**config.mk**
```make
export PLATFORM = sky130hd
export DESIGN_NAME = vex_bus_arbiter
export DESIGN_NICKNAME = d
export VERILOG_FILES = /design/src/rtl/vex_bus_arbiter.sv
export SDC_FILE = /design/constraint.sdc
export NUM_CORES = 1
export LEC_CHECK = 0
export CAP_MARGIN = 40
export CORE_ASPECT_RATIO = 0.8
export CORE_MARGIN = 4
export CORE_UTILIZATION = 40
export DETAILED_ROUTE_END_ITERATION = 12
export PLACE_DENSITY = 0.8
export SKIP_CTS_REPAIR_TIMING = 1
export SYNTH_ARGS = -nofsm -noshare
export SYNTH_HDL_FRONTEND = slang
export SYNTH_SLANG_ARGS = --single-unit
```
**constraint.sdc**
```tcl
create_clock -name clk -period 2.5 [get_ports clk]
set_clock_uncertainty 0.15 [all_clocks]
set_input_delay 0.375 -clock clk [delete_from_list [all_inputs] [get_ports clk]]
set_output_delay 0.375 -clock clk [all_outputs]
set_load 0.02 [all_outputs]
```
**src/rtl/vex_bus_arbiter.sv**
```systemverilog
`default_nettype none
// ============================================================================
//  Module      : vex_bus_arbiter
//  Description : Merges the VexRiscv iBus and dBus command channels into one
//                registered request stream toward the L1.5 transducer, with
//                a single outstanding request, and steers the response back
//                to the bus that issued it.
//  Revision    : 1.0 - initial release
// ============================================================================
module vex_bus_arbiter #(
    parameter int ADDR_WIDTH = 32,
    parameter int DATA_WIDTH = 32,
    parameter int RR_ARB     = 1
) (
    input  logic                  clk,
    input  logic                  rst_n,
    // iBus
    input  logic                  ibus_cmd_valid,
    input  logic [ADDR_WIDTH-1:0] ibus_cmd_pc,
    output logic                  ibus_cmd_ready,
    output logic                  ibus_rsp_valid,
    output logic [DATA_WIDTH-1:0] ibus_rsp_inst,
    // dBus
    input  logic                  dbus_cmd_valid,
    input  logic                  dbus_cmd_wr,
    input  logic [ADDR_WIDTH-1:0] dbus_cmd_address,
    input  logic [DATA_WIDTH-1:0] dbus_cmd_data,
    input  logic [1:0]            dbus_cmd_size,
    output logic                  dbus_cmd_ready,
    output logic                  dbus_rsp_valid,
    output logic [DATA_WIDTH-1:0] dbus_rsp_data,
    // transducer side
    output logic                  arb_req_val,
    output logic                  arb_req_is_data,
    output logic                  arb_req_wr,
    output logic [ADDR_WIDTH-1:0] arb_req_addr,
    output logic [DATA_WIDTH-1:0] arb_req_data,
    output logic [1:0]            arb_req_size,
    input  logic                  arb_req_ack,
    input  logic                  arb_rsp_val,
    input  logic [DATA_WIDTH-1:0] arb_rsp_data,
    output logic                  arb_spurious_rsp
);

    typedef enum logic [1:0] {
        S_IDLE = 2'd0,
        S_REQ  = 2'd1,
        S_WAIT = 2'd2
    } state_t;

    state_t                 state_q, state_d;
    logic                   last_grant_dbus_q;   // 0 = iBus was granted last
    logic                   owner_is_data_q;
    logic                   req_wr_q;
    logic [ADDR_WIDTH-1:0]  req_addr_q;
    logic [DATA_WIDTH-1:0]  req_data_q;
    logic [1:0]             req_size_q;
    logic                   ibus_rsp_valid_q;
    logic [DATA_WIDTH-1:0]  ibus_rsp_inst_q;
    logic                   dbus_rsp_valid_q;
    logic [DATA_WIDTH-1:0]  dbus_rsp_data_q;
    logic                   spurious_q;

    logic                   take;        // a command is captured this cycle
    logic                   grant_dbus;  // winner of this cycle's arbitration
    logic                   complete;    // outstanding request finishes this cycle

    // Arbitration: only meaningful in IDLE; round-robin alternates on a tie,
    // fixed priority lets the dBus win a tie.
    always_comb begin
        grant_dbus = dbus_cmd_valid;
        if (ibus_cmd_valid && dbus_cmd_valid) begin
            grant_dbus = (RR_ARB != 0) ? ~last_grant_dbus_q : 1'b1;
        end
        take           = (state_q == S_IDLE) && (ibus_cmd_valid || dbus_cmd_valid);
        // Gated with rst_n so the handshake reads 0 while the block is held in reset.
        ibus_cmd_ready = take && !grant_dbus && rst_n;
        dbus_cmd_ready = take &&  grant_dbus && rst_n;
    end

    // Next-state logic; a response in REQ counts as ack plus response.
    always_comb begin
        state_d  = state_q;
        complete = 1'b0;
        case (state_q)
            S_IDLE: begin
                if (take) state_d = S_REQ;
            end
            S_REQ: begin
                if (arb_rsp_val) begin
                    state_d  = S_IDLE;
                    complete = 1'b1;
                end else if (arb_req_ack) begin
                    state_d = S_WAIT;
                end
            end
            S_WAIT: begin
                if (arb_rsp_val) begin
                    state_d  = S_IDLE;
                    complete = 1'b1;
                end
            end
            default: state_d = S_IDLE;
        endcase
    end

    // State register.
    always_ff @(posedge clk or negedge rst_n) begin
        if (!rst_n) state_q <= S_IDLE;
        else        state_q <= state_d;
    end

    // Capture the winning command; fields stay frozen until the next capture.
    // An instruction fetch is always a full word with no store data.
    always_ff @(posedge clk or negedge rst_n) begin
        if (!rst_n) begin
            last_grant_dbus_q <= 1'b0;
            owner_is_data_q   <= 1'b0;
            req_wr_q          <= 1'b0;
            req_addr_q        <= '0;
            req_data_q        <= '0;
            req_size_q        <= 2'd0;
        end else if (take) begin
            last_grant_dbus_q <= grant_dbus;
            owner_is_data_q   <= grant_dbus;
            req_wr_q          <= grant_dbus & dbus_cmd_wr;
            req_addr_q        <= grant_dbus ? dbus_cmd_address : ibus_cmd_pc;
            req_data_q        <= grant_dbus ? dbus_cmd_data : '0;
            req_size_q        <= grant_dbus ? dbus_cmd_size : 2'd2;
        end
    end

    // Route the response to its owner one cycle later; store acks are absorbed.
    always_ff @(posedge clk or negedge rst_n) begin
        if (!rst_n) begin
            ibus_rsp_valid_q <= 1'b0;
            ibus_rsp_inst_q  <= '0;
            dbus_rsp_valid_q <= 1'b0;
            dbus_rsp_data_q  <= '0;
            spurious_q       <= 1'b0;
        end else begin
            ibus_rsp_valid_q <= complete && !owner_is_data_q;
            dbus_rsp_valid_q <= complete && owner_is_data_q && !req_wr_q;
            spurious_q       <= arb_rsp_val && (state_q == S_IDLE);
            if (complete && !owner_is_data_q) ibus_rsp_inst_q <= arb_rsp_data;
            if (complete && owner_is_data_q && !req_wr_q) dbus_rsp_data_q <= arb_rsp_data;
        end
    end

    assign arb_req_val      = (state_q == S_REQ);
    assign arb_req_is_data  = owner_is_data_q;
    assign arb_req_wr       = req_wr_q;
    assign arb_req_addr     = req_addr_q;
    assign arb_req_data     = req_data_q;
    assign arb_req_size     = req_size_q;
    assign ibus_rsp_valid   = ibus_rsp_valid_q;
    assign ibus_rsp_inst    = ibus_rsp_inst_q;
    assign dbus_rsp_valid   = dbus_rsp_valid_q;
    assign dbus_rsp_data    = dbus_rsp_data_q;
    assign arb_spurious_rsp = spurious_q;

endmodule
`default_nettype wire

```
Word level (Yosys, flattened, before mapping)
Cells that the tools add are included.

Reduce and logical (&&, ||, !) cells: 17. Mux-type cells: 11. Bitwise gates (word level): 2. Equality and inequality tests: 5.

Operators with widths (number): two-way mux 32 bit (2); logical AND 1 bit (10); two-way mux 2 bit (5); case mux 2 bit (3 select lines) (1); != test 2 bit (second input constant) (2); zero test 1 bit (3); two-way mux 1 bit (3); != test 3 x 1 -> 1 bit (second input constant) (1); AND reduction 3 bit (1); equality test 2 x 1 -> 1 bit (second input constant) (1); equality test 2 bit (second input constant) (1); zero test 2 bit (1); OR reduction 2 bit (1); AND 1 bit (1); logical OR 1 bit (1); inverter 1 bit (1).

Logic and storage cells: 46. Output and inout port bits: 138. Input port bits: 137. Bits in registers: 137.

Logic depth before layout (Yosys ltp)
Depth after elaboration: 5. Gate-level depth with buffers: 7. Mapped depth without buffers: 5.

Worst setup path before layout
OpenSTA, ideal clock, no wires.

Path kind: reg2out. Start: reg state_q[0]. End: out dbus_cmd_ready. Data required time: 1975 ps. Cell stages (with the launch flop): 8. Data arrival time: 1534 ps. Slack: 441 ps. Cells stage by stage: dfrtp_1 inv_1 ha_1 nand2_1 a21oi_2 buf_2 buf_4 and2_1.

Cells in the longest elaborated chain, start to end: 4.

RTL lines: start, declared (line 51) `state_t state_q, state_d;`; start signal, assigned (line 110) `else state_q <= state_d;`; zero test 2 bit (line 75) `take = (state_q == S_IDLE) && (ibus_cmd_valid || dbus_cmd_valid);`; logical AND 1 bit (line 75); logical AND 1 bit (2 in series) (line 78) `dbus_cmd_ready = take && grant_dbus && rst_n;`; end, declared (line 29) `output logic dbus_cmd_ready,`.

Every way passes these cells.

Worst setup path in the final report
Start: reg state_q[1]. End: out ibus_cmd_ready.

Cells in the longest elaborated chain, start to end: 4.

RTL lines: zero test 2 bit (line 75); logical AND 1 bit (line 75); logical AND 1 bit (2 in series) (line 77) `ibus_cmd_ready = take && !grant_dbus && rst_n;`; end, declared (line 20) `output logic ibus_cmd_ready,`.

Every way passes these cells.

==> impl_results.md <==
- Status: complete, no violations
- Vias in the first global route: 4630
- Tmin final: 2.36 ns
- Register area share after synthesis: 64.4%
- Main synth FF type: dfrtp_1
- CP Max Fanout: 4
- Clock-pin slew reported for the worst setup and hold paths after clock tree synthesis: 0.06 ns
- Critical Path End: ibus_cmd_ready
- R2R Path End: arb_req_addr[1]
- Drt drc: 0
- Critical path cell sequence: inv_1 > ha_1 > buf_4 > nand2_1 > a21oi_2 > and2_1 > dlymetal6s2s_1
- Net Count, Synth: 497
- Fin. Hold Viols: 0
- Core area: 13000 sq um
- M3 GR Usage: 7.71%
- Setup CP Type: flip-flop to output pin
- Cells on worst reg2reg path: 7
- Worst hold path class: flip-flop to flip-flop
- Synth Area per Inst: 14.9 sq um
- Pwr/cell area: 1370 nW/um^2
- Initial drt markers: 148
- Post-DR wirelength/cell: 19.2 um
- Routed vias/inst: 5.02
- Fin nets: 781
- DR vias: 4150
- CTS tree: done
- Die Y: 111 um
- Tot GR Track Use: 21.4%
- CTS H-tree depth: 4
- Met2 Use GR: 36.6%
- Crit path launch type: flip-flop
- Data required, critical path: 1.98 ns
- Row count: 37
- Tcrit/Tclk final: 94.2%
- Inserted Diodes: 0
- Worst R2R Setup Slack: 0.50 ns
- Synth async-reset ratio: 100%
- Mapped cell area: 5320 sq um
- Setup TNS: 0 ns
- Critical Path AT: 1.83 ns
- Starting density of the core: 41.1%
- Seq cells post-synth: 137
- Die Wd: 137 um
- Unrepaired setup endpoints after global routing: no
- Worst skew pair latency: 0.40 ns
- Boundary Pins: 275
- Initial antenna violation count: 0
- Slowest cell delay on critical path: 0.40 ns
- Most frequent cells in the layout: clkdlybuf4s50_1, dfrtp_1, mux2_2, a22o_1, a221o_1
- Total Wirelength: 15900 um
- P&R area growth vs syn: 67.7%
- Die ar.: 15200 sq um
- First-pass GRT wire length: 25100 um
- Num CTS Buffers: 17
- Lkg Pwr: 3.87 nW
- Synth Instances: 356
- Fmax: 0.425 GHz
- Largest net degree at the start of global routing: 69
- Distinct cell type count after synthesis: 28
- Met1 Use GR: 24.5%
- Number of max-cap violations: 0
- Crit path depth: 7
- Max-slew violation count: 0
- Critical Path Start: state_q[1]
- Root buffer cell: clkbuf_16
- Worst r2r src: state_q[1]
- Layout cell share with drive strength beyond 1: 12.6%
- Yosys warns: 0
- Clk sink count: 137
- Port Buf Inserts: 274
- Endpoint class of the critical path: output pin
- Gr ovfl total: 0
- Worst relative slew slack: 49.8%
- Worst Path Buf+Inv: 3
- Dpl hpwl: 11600 um
- CP max-delay cell: dfrtp_1
- Post-synth EDFFs: 0
- GP Congestion: 0.770
- CTS max path bufs: 2
- Slew @ Worst Pin: 0.753 ns
- Family with the most delay on the worst path: buffers and inverters
- Antenna viol nets, final: 0
- Endpoints failing setup: 0
- Hold_ws: 0.337 ns
- Most common cell after layout, fill and taps aside: clkdlybuf4s50_1
- Drt first pass iters: 4
- Grt peak-use layer: met2
- Max VDD drop: 0.614 mV
## kinds of logic (layout without fill, tap and decap cells)
logic type / Yosys count / after routing / synth area share, %
DFF: 137 / 137 / 64.4
and+or+nand+nor: 45 / 45 / 5.38
AOI/OAI and AO/OA: 76 / 76 / 13.0
adders and majority gates: 4 / 4 / 0.941
muxes: 64 / 64 / 13.5
buffers and inverters: 30 / 325 / 2.68
## worst reg2reg max path: stages (launching register included)
cell	delay, ns
dfrtp_1	0.40
inv_1	0.13
ha_1	0.21
nand2_1	0.10
a21oi_4	0.14
buf_4	0.13
buf_4	0.40
a221o_1	0.28
## cells in the mapped netlist (all sizes together) (2+ instances only)
| cell | n | area share, % |
|---|---|---|
| o211ai | 2 | 0.28 |
| dfrtp | 137 | 64 |
| inv | 7 | 0.49 |
| a221o | 32 | 6.0 |
| mux2 | 64 | 14 |
| nor2 | 2 | 0.14 |
| ha | 4 | 0.94 |
| clkbuf | 7 | 0.49 |
| nor2b | 2 | 0.24 |
| and2 | 35 | 4.1 |
| nand2 | 2 | 0.14 |
| o21ai | 2 | 0.19 |
| buf | 16 | 1.7 |
| a21oi | 3 | 0.42 |
| a22o | 34 | 5.6 |
## flip-flops by register name (all words and copies together), names as in the netlist
register	cells
ibus_rsp_valid	1
dbus_rsp_data	32
ibus_rsp_inst	32
arb_req_addr	32
state_q	2
arb_req_data	32
arb_req_is_data	1
arb_req_size	2
arb_req_wr	1
arb_spurious_rsp	1
dbus_rsp_valid	1
## metrics by stage
step	utilization [%]	worst slack [ns]	instance area (sq um)	cells	power, W
after CTS	68.7	-0.282	8910	825	0.0124
after detailed placement	64.2	0.0605	8320	795	0.00981
final	68.8	0.145	8920	826	0.0122
after global routing	68.8	0.00314	8920	826	0.0129
after global placement	64.2	0.0465	8320	795	0.00961
after floorplan	-	0.441	5320	356	0.00681
## metal layers
layer	up-vias	wire, um	part of all wire (%)
li1	1888	-	-
met1	2059	6080	38
met2	170	8090	51
met3	33	1260	8.0
met4	0	421	2.7
met5	-	0	0
## how the worst min path moves through the flow
stage / from / end / slack, ns / depth (start not counted)
after global placement: rst_n / dbus_rsp_data[31] / 0.27 / 2
after CTS: rst_n / dbus_rsp_data[31] / -0.18 / 2
final: dbus_rsp_data[26] / dbus_rsp_data[26] / 0.34 / 1
after floorplan: rst_n / arb_req_addr[0] / -0.07 / 0
after detailed placement: rst_n / dbus_rsp_data[31] / 0.27 / 2
after global routing: dbus_cmd_size[1] / arb_req_size[1] / 0.35 / 3
## power by group
part | internal [W] | switching (W) | total, W
Combinational | 0.00305 | 0.00284 | 0.00589
Sequential | 0.00326 | 0.000568 | 0.00383
Clock | 0.00161 | 0.000875 | 0.00248
## layout make-up
cell class	instances	area (sq um)
Multi-Input combinational cell	189	1770
Inverter	7	26.3
Fill cell	935	4040
Timing Repair Buffer	288	2890
Clock inverter	8	121
Clock buffer	22	464
Tap cell	175	219
Sequential cell	137	3430
No activity file was read; power rests on OpenSTA's default activity.
